--- src/rtl/mux2_rr_arbiter_if.sv ---
// Handshake bundle for mux2_rr_arbiter: two requester ports (A, B), one output
// port and the busy flag. The arbiter uses the slave modport, the driver side uses master.
interface mux2_rr_arbiter_if #(
  parameter int WIDTH = 8
);

  logic             a_valid;
  logic [WIDTH-1:0] a_data;
  logic             a_last;
  logic             a_ready;

  logic             b_valid;
  logic [WIDTH-1:0] b_data;
  logic             b_last;
  logic             b_ready;

  logic             y_valid;
  logic [WIDTH-1:0] y_data;
  logic             y_sel;
  logic             y_last;
  logic             y_ready;

  logic             busy;

  modport slave (
    input  a_valid, a_data, a_last,
    output a_ready,
    input  b_valid, b_data, b_last,
    output b_ready,
    output y_valid, y_data, y_sel, y_last,
    input  y_ready,
    output busy
  );

  modport master (
    output a_valid, a_data, a_last,
    input  a_ready,
    output b_valid, b_data, b_last,
    input  b_ready,
    input  y_valid, y_data, y_sel, y_last,
    output y_ready,
    input  busy
  );

endinterface

--- src/rtl/mux2_rr_arbiter.sv ---
// Round-robin, burst-locked arbiter sharing one 2:1 mux (sel 0=A, 1=B) into a registered output stage.
// Optional macro MUX2_ARB_FIXED_PRIO_EN: IDLE tie-break always grants A instead of round-robin.
module mux2_rr_arbiter #(
  parameter int WIDTH     = 8,
  parameter int MAX_BURST = 4
) (
  input  logic                clk,
  input  logic                rst_n,
  mux2_rr_arbiter_if.slave    bus
);

  typedef enum logic [1:0] {
    IDLE  = 2'd0,
    GNT_A = 2'd1,
    GNT_B = 2'd2
  } state_e;

  localparam int              CNT_W    = (MAX_BURST > 1) ? $clog2(MAX_BURST) : 1;
  localparam logic [CNT_W-1:0] CNT_LAST = CNT_W'(MAX_BURST - 1);
  localparam logic            SEL_A    = 1'b0;
  localparam logic            SEL_B    = 1'b1;

  state_e             state_q,     state_d;
  logic               last_grant_q, last_grant_d;
  logic [CNT_W-1:0]   burst_cnt_q, burst_cnt_d;
  logic               y_valid_q,   y_valid_d;
  logic [WIDTH-1:0]   y_data_q,    y_data_d;
  logic               y_sel_q,     y_sel_d;
  logic               y_last_q,    y_last_d;
  logic               busy_q,      busy_d;

  logic               a_ready_s;
  logic               b_ready_s;
  logic               out_free_s;
  logic               xfer_s;
  logic               xfer_sel_s;
  logic [WIDTH-1:0]   xfer_data_s;
  logic               xfer_last_s;
  logic               release_s;

  // Grant chosen in IDLE from the requesters that are valid at this edge.
  function automatic state_e pick_grant(input logic av, input logic bv, input logic lg);
    state_e g;
    if (av && bv) begin
`ifdef MUX2_ARB_FIXED_PRIO_EN
      g = GNT_A;
`else
      g = (lg == SEL_B) ? GNT_A : GNT_B;
`endif
    end else if (av) begin
      g = GNT_A;
    end else if (bv) begin
      g = GNT_B;
    end else begin
      g = IDLE;
    end
    return g;
  endfunction

`ifdef MUX2_ARB_FIXED_PRIO_EN
  // last_grant is still kept up to date but plays no role in the fixed tie-break.
  logic fixed_prio_unused_s;
  assign fixed_prio_unused_s = last_grant_q;
`endif

  // Ready toward the granted requester and the selected beat on the shared mux.
  always_comb begin
    out_free_s  = !y_valid_q || bus.y_ready;
    a_ready_s   = 1'b0;
    b_ready_s   = 1'b0;
    xfer_s      = 1'b0;
    xfer_sel_s  = SEL_A;
    xfer_data_s = bus.a_data;
    xfer_last_s = bus.a_last;
    case (state_q)
      GNT_A: begin
        a_ready_s   = out_free_s;
        xfer_s      = bus.a_valid && out_free_s;
        xfer_sel_s  = SEL_A;
        xfer_data_s = bus.a_data;
        xfer_last_s = bus.a_last;
      end
      GNT_B: begin
        b_ready_s   = out_free_s;
        xfer_s      = bus.b_valid && out_free_s;
        xfer_sel_s  = SEL_B;
        xfer_data_s = bus.b_data;
        xfer_last_s = bus.b_last;
      end
      default: begin
        a_ready_s   = 1'b0;
        b_ready_s   = 1'b0;
        xfer_s      = 1'b0;
      end
    endcase
    release_s = xfer_s && (xfer_last_s || (burst_cnt_q == CNT_LAST));
  end

  // Next-state for the grant FSM, burst counter and output stage.
  always_comb begin
    state_d      = state_q;
    last_grant_d = last_grant_q;
    burst_cnt_d  = burst_cnt_q;
    y_valid_d    = y_valid_q;
    y_data_d     = y_data_q;
    y_sel_d      = y_sel_q;
    y_last_d     = y_last_q;

    case (state_q)
      IDLE: begin
        state_d     = pick_grant(bus.a_valid, bus.b_valid, last_grant_q);
        burst_cnt_d = '0;
      end
      GNT_A, GNT_B: begin
        if (release_s) begin
          state_d      = IDLE;
          last_grant_d = xfer_sel_s;
          burst_cnt_d  = '0;
        end else if (xfer_s) begin
          burst_cnt_d  = burst_cnt_q + CNT_W'(1);
        end else begin
          burst_cnt_d  = burst_cnt_q;
        end
      end
      default: begin
        state_d     = IDLE;
        burst_cnt_d = '0;
      end
    endcase

    // A fill takes precedence; a drain without a fill empties the stage.
    if (xfer_s) begin
      y_valid_d = 1'b1;
      y_data_d  = xfer_data_s;
      y_sel_d   = xfer_sel_s;
      y_last_d  = xfer_last_s;
    end else if (bus.y_ready) begin
      y_valid_d = 1'b0;
    end else begin
      y_valid_d = y_valid_q;
    end

    busy_d = (state_d != IDLE);
  end

  // All state flops; reset drops the grant and any beat in flight.
  always_ff @(posedge clk or negedge rst_n) begin
    if (!rst_n) begin
      state_q      <= IDLE;
      last_grant_q <= SEL_B;
      burst_cnt_q  <= '0;
      y_valid_q    <= 1'b0;
      y_data_q     <= '0;
      y_sel_q      <= 1'b0;
      y_last_q     <= 1'b0;
      busy_q       <= 1'b0;
    end else begin
      state_q      <= state_d;
      last_grant_q <= last_grant_d;
      burst_cnt_q  <= burst_cnt_d;
      y_valid_q    <= y_valid_d;
      y_data_q     <= y_data_d;
      y_sel_q      <= y_sel_d;
      y_last_q     <= y_last_d;
      busy_q       <= busy_d;
    end
  end

  assign bus.a_ready = a_ready_s;
  assign bus.b_ready = b_ready_s;
  assign bus.y_valid = y_valid_q;
  assign bus.y_data  = y_data_q;
  assign bus.y_sel   = y_sel_q;
  assign bus.y_last  = y_last_q;
  assign bus.busy    = busy_q;

endmodule

--- src/flat_wrapper.sv ---
// flat-port wrapper written by rule: the top's interface ports become plain ports
module mux2_rr_arbiter_flat 
#(
  parameter int WIDTH     = 8,
  parameter int MAX_BURST = 4
)
  (clk, rst_n, bus_a_valid, bus_a_data, bus_a_last, bus_a_ready, bus_b_valid, bus_b_data, bus_b_last, bus_b_ready, bus_y_valid, bus_y_data, bus_y_sel, bus_y_last, bus_y_ready, bus_busy);
  mux2_rr_arbiter_if #(.WIDTH(WIDTH)) bus_i ();
  input  logic clk;
  input  logic rst_n;
  input wire logic [$bits(bus_i.a_valid)-1:0] bus_a_valid;
  input wire logic [$bits(bus_i.a_data)-1:0] bus_a_data;
  input wire logic [$bits(bus_i.a_last)-1:0] bus_a_last;
  output wire logic [$bits(bus_i.a_ready)-1:0] bus_a_ready;
  input wire logic [$bits(bus_i.b_valid)-1:0] bus_b_valid;
  input wire logic [$bits(bus_i.b_data)-1:0] bus_b_data;
  input wire logic [$bits(bus_i.b_last)-1:0] bus_b_last;
  output wire logic [$bits(bus_i.b_ready)-1:0] bus_b_ready;
  output wire logic [$bits(bus_i.y_valid)-1:0] bus_y_valid;
  output wire logic [$bits(bus_i.y_data)-1:0] bus_y_data;
  output wire logic [$bits(bus_i.y_sel)-1:0] bus_y_sel;
  output wire logic [$bits(bus_i.y_last)-1:0] bus_y_last;
  input wire logic [$bits(bus_i.y_ready)-1:0] bus_y_ready;
  output wire logic [$bits(bus_i.busy)-1:0] bus_busy;
  assign bus_i.a_valid = bus_a_valid;
  assign bus_i.a_data = bus_a_data;
  assign bus_i.a_last = bus_a_last;
  assign bus_a_ready = bus_i.a_ready;
  assign bus_i.b_valid = bus_b_valid;
  assign bus_i.b_data = bus_b_data;
  assign bus_i.b_last = bus_b_last;
  assign bus_b_ready = bus_i.b_ready;
  assign bus_y_valid = bus_i.y_valid;
  assign bus_y_data = bus_i.y_data;
  assign bus_y_sel = bus_i.y_sel;
  assign bus_y_last = bus_i.y_last;
  assign bus_i.y_ready = bus_y_ready;
  assign bus_busy = bus_i.busy;
  mux2_rr_arbiter #(.WIDTH(WIDTH), .MAX_BURST(MAX_BURST)) u_core (.clk(clk), .rst_n(rst_n), .bus(bus_i));
endmodule
--- config.mk ---
export PLATFORM = sky130hd
export DESIGN_NAME = mux2_rr_arbiter_flat
export DESIGN_NICKNAME = d
export VERILOG_FILES = /design/src/rtl/mux2_rr_arbiter_if.sv /design/src/rtl/mux2_rr_arbiter.sv /design/src/flat_wrapper.sv
export SDC_FILE = /design/constraint.sdc
export NUM_CORES = 1
export LEC_CHECK = 0
export CORE_MARGIN = 8
export CORE_UTILIZATION = 43
export CTS_CLUSTER_DIAMETER = 30
export DETAILED_ROUTE_END_ITERATION = 6
export GPL_ROUTABILITY_DRIVEN = 1
export PLACE_DENSITY_LB_ADDON = 0.08
export SLEW_MARGIN = 10
export SYNTH_ARGS = -nofsm -noshare
export SYNTH_HDL_FRONTEND = slang
export SYNTH_SLANG_ARGS = --single-unit
--- constraint.sdc ---
create_clock -name clk -period 2.3 [get_ports clk]
set_clock_uncertainty 0.2 [all_clocks]
set_input_delay 0.46 -clock clk [delete_from_list [all_inputs] [get_ports clk]]
set_output_delay 0.46 -clock clk [all_outputs]
set_load 0.03 [all_outputs]
* Word-level counts from Yosys, hierarchy flattened
Index checks and enable logic that the tools add are counted.
Word-level totals: register bits 17, output and inout bits 14
Operators by class: $add $sub $neg 1, equality and inequality tests 4, multiplexer cells 17, reduce and logical (&&, ||, !) cells 12
Operators with widths (count):
- 2-to-1 mux 2 bit | 8
- 2-to-1 mux 8 bit | 1
- 2-to-1 mux 1 bit | 6
- == test 2 bit (second input constant) | 2
- logical AND 1 bit | 4
- case mux 2 bit (2 select lines) | 1
- nonzero test 2 bit | 2
- inequality test 3 x 1 -> 1 bit (second input constant) | 1
- adder 2 x 1 -> 2 bit (second input constant) | 1
- == test 2 x 1 -> 1 bit (second input constant) | 1
- zero test 2 bit | 1
- logical OR 1 bit | 2
- case mux 1 bit (2 select lines) | 1
- AND reduction 2 bit | 1
- OR reduction 2 bit | 1
- zero test 1 bit | 1

* Logic depth before layout (Yosys ltp)
word-level depth 8, mapped depth 7

* Worst setup path after synthesis
OpenSTA, ideal clock, no wires.
kind reg2reg, start point reg u_core.state_q[0], end point reg u_core.y_data_q[0], in the netlist u_core.bus.y_data[0], setup time 0.125 ns, arrival 1.616 ns, path slack 0.359 ns, stages on the path, launching flop included 8, cell sequence dfrtp_1 > inv_1 > ha_1 > buf_6 > mux2_4 > nand3_4 > buf_12 > mux2_4
Between the ends: longest elaborated chain between the ends 2, elaborated cells between the ends (all ways) 4
RTL lines:
- from (decl) | line mux2_rr_arbiter.sv:23 | state_e state_q, state_d;
- from (signal assigned) | line mux2_rr_arbiter.sv:158 | state_q <= state_d;
- == test 2 bit or == test 2 x 1 -> 1 bit (tied branches) | line mux2_rr_arbiter.sv:75 | case (state_q)
- case mux 1 bit (2 select lines) or 2-to-1 mux 8 bit (tied branches) | line mux2_rr_arbiter.sv:75
- to (signal assigned) | line mux2_rr_arbiter.sv:162 | y_data_q <= y_data_d;
- to (decl) | line mux2_rr_arbiter.sv:27 | logic [WIDTH-1:0] y_data_q, y_data_d;
Several ways; a longest one is shown, not always the timed one. A chain may end at the register's enable or synchronous reset.

* Worst setup path after layout
start point reg u_core.state_q[0], end point out bus_b_ready
Between the ends: longest elaborated chain between the ends 2
RTL lines:
- == test 2 bit | line mux2_rr_arbiter.sv:75
- 2-to-1 mux 1 bit | line mux2_rr_arbiter.sv:75
- to (decl) | line flat_wrapper.sv:18 | output wire logic [$bits(bus_i.b_ready)-1:0] bus_b_ready;
No other way between the ends.

==> impl_metrics.yaml <==
grt:
  use_met1_pct: 12.1
  grt_pass1_wl_um: 3990
  grt_pass1_vias: 863
  met3_usage_pct: 4.98
  grt_max_degree: 18
  busiest_layer: "met2"
  grt_util_met2_pct: 21.1
  grt_overflow_total: 0
  antenna_found_initial: 0
  track_usage_pct: 12.0
route:
  first_iter_violations: 23
  routedWlPerCell_um: 15.2
  drtAntennaViolNets: 0
  first_pass_iters: 4
  finalWirelength_um: 2260
  viasPerCell: 5.05
  vias: 752
  remaining_drc_errors: 0
place:
  port_buffers: 36
  dpl_cell_area_um2: 1390
  place_ws_ns: 0.114
  place_congestion: 0.756
  dpl.hpwl_um: 1780
layout:
  fin_area_um2: 1430
  fillerInstances: 192
  layout-drive-gt1-share_pct: 26.4
  fin_util_pct: 64.6
  finalNetCount: 150
  num_antenna_cells: 0
  area_delta_synth_final_pct: 41.3
sta:
  fin_crit_ns: 2.16
  layout_setup_ws_ns: 0.142
  slew_headroom_pct: 77.7
  final_max_slew_viol_count: 0
  fin_crit_sh_pct: 93.8
  finalHoldViolCount: 0
  rsz0062_at_grt: "false"
  final.setup.tns_ns: 0
  tightest_slew_ns: 0.333
  fmax_mhz: 463
  finalSetupViolations: 0
synth:
  async_flop_share_pct: 100
  synth-main-ff-cell: "dfrtp_1"
  synth.distinct_cells: 24
  syn-cell-area_um2: 1010
  synth-seq-cells: 17
  yosysMostFrequentCell: "dfrtp_1"
  synth_nets: 109
  synth_edf_count: 0
  synthCells: 81
  synthTopCellsByCount: "dfrtp_1, mux2_4, mux2_2"
  yosysTopAreaCellShare_pct: 39.6
  synth_area_per_cell_um2: 12.5
  yosys-top-cells-area: "dfrtp_1, mux2_4, mux2_2, ha_1, dfstp_2"
  yosysSeqAreaShare_pct: 42.2
  yosysWarnings: 0
  synth_top_area_cell: "dfrtp_1"
critical_path:
  crit_slowest_cell: "dfrtp_1"
  cp_max_fo: 6
  critPathMostFrequentCell: "buf_4"
  crit_chain: "inv_1 -> ha_4 -> buf_4 -> and2_1 -> buf_4"
  crit_arrival_ns: 1.50
  cpPeakStageDelay_ns: 0.43
  startpoint_type: "flop"
  end_kind: "output pin"
  required_ns: 1.64
  path_class: "flop to output pin"
floorplanning:
  rows: 17
  io_pins: 37
  core-area_um2: 2210
  die_w_um: 64.5
  start_util_pct: 45.8
  dieArea_um2: 4160
  die_h_um: 64.5
run_status:
  run_status: "finished clean"
clock_tree:
  clkTransAtPathRegs_ns: 0.09
  postCtsResizedCells: 1
  htree_levels: 1
  cts_sinks: 17
  tritoncts: "yes"
  clockBufferDepth: 2
  post-cts-setup-buffers: 0
  cts_hold_buf: 0
  cts_buffers: 3
  clockRootBuffer: "clkbuf_4"
  clock_latency_ns: 0.29
power:
  leakage_uw: 0.000644
  power.density_nw_per_um2: 1320
  max-vdd-ir-drop_v: 0.000789
worst_hold_path:
  hp-class: "input port to asynchronous set/reset pin"
run:
  maxCapViolations: 0
## metal layers
layer | up-vias | wire [µm]
li1 | 365 | -
met1 | 360 | 890
met2 | 22 | 1130
met3 | 5 | 193
met4 | 0 | 45
met5 | - | 0
## worst max-delay path: cells and delay by family (launching register included)
| kind | cells | cell delay, ns |
|---|---|---|
| AND/OR/NAND/NOR | 1 | 0.12 |
| flip-flops | 1 | 0.43 |
| buffers and inverters | 3 | 0.45 |
| adder cells (fa/ha/maj) | 1 | 0.20 |
## sequential cells by signal (all words and copies together) (netlist names)
signal / count
u_core.bus.y_data: 8
u_core.burst_cnt_q: 2
u_core.state_q: 2
u_core.bus.busy: 1
u_core.bus.y_last: 1
u_core.bus.y_sel: 1
u_core.bus.y_valid: 1
u_core.last_grant_q: 1
## cell usage in the layout, fill, tap and decap left out, types with 2 or more instances in the layout
master,count
a21oi_1,2
nor2b_1,4
o21ai_0,4
clkdlybuf4s50_1,34
nand3_1,2
ha_1,4
and2_1,2
mux2i_1,2
buf_4,6
dfrtp_1,16
nand4_1,2
o21ai_1,3
mux2_2,9
nand2_1,4
nand2b_1,2
inv_1,3
clkbuf_4,3
mux2_4,11
## per-stage QoR
step	std cells	power, µW	hold WS (ns)
5_1_grt	149	2020	0.299
6_report	149	1890	0.288
2_1_floorplan	81	1370	-0.0356
3_3_place_gp	145	1710	0.295
4_1_cts	149	1900	0.287
3_5_place_dp	145	1730	0.291
## power by group
group	switching (µW)	internal (µW)	total [µW]	leakage, µW
registers	89.3	442	531	0.000207
logic	585	612	1200	0.000421
clock network	92.6	67.5	160	0.0000150
total	767	1120	1890	0.000644
## layout make-up
class                   count  area [µm²]  share of cell area (%)
clock buffers               4        26.3                    1.84
flip-flops and latches     17         427                    29.8
multi-input cells          57         546                    38.1
well taps                  28        35.0                    2.45
repair buffers             40         385                    26.9
inverters                   3        11.3                   0.787
## cell families after synthesis
kind of cell	count (synthesis)	synth area share, %
adders and majority gates	5	6.18
muxes	23	29.4
AOI/OAI and AO/OA	11	6.30
DFF	17	42.2
buffers and inverters	7	5.19
and+or+nand+nor	18	10.8
## worst paths after layout
check	to	slack, ns	depth (start not counted)	from
max	bus_b_ready	0.14	5	u_core.state_q[0]$_DFF_PN0_
min	u_core.bus.busy$_DFF_PN0_	0.29	2	rst_n
max reg2reg	u_core.bus.y_last$_DFFE_PN0P_	0.30	5	u_core.state_q[0]$_DFF_PN0_
min reg2reg	u_core.bus.y_data[0]$_DFFE_PN0P_	0.32	1	u_core.bus.y_data[0]$_DFFE_PN0P_
max in group asynchronous	u_core.last_grant_q$_DFFE_PN1P_	1.36	2	rst_n
min in group clk	u_core.bus.y_data[0]$_DFFE_PN0P_	0.32	1	u_core.bus.y_data[0]$_DFFE_PN0P_
No activity file was read; power rests on OpenSTA's default activity.
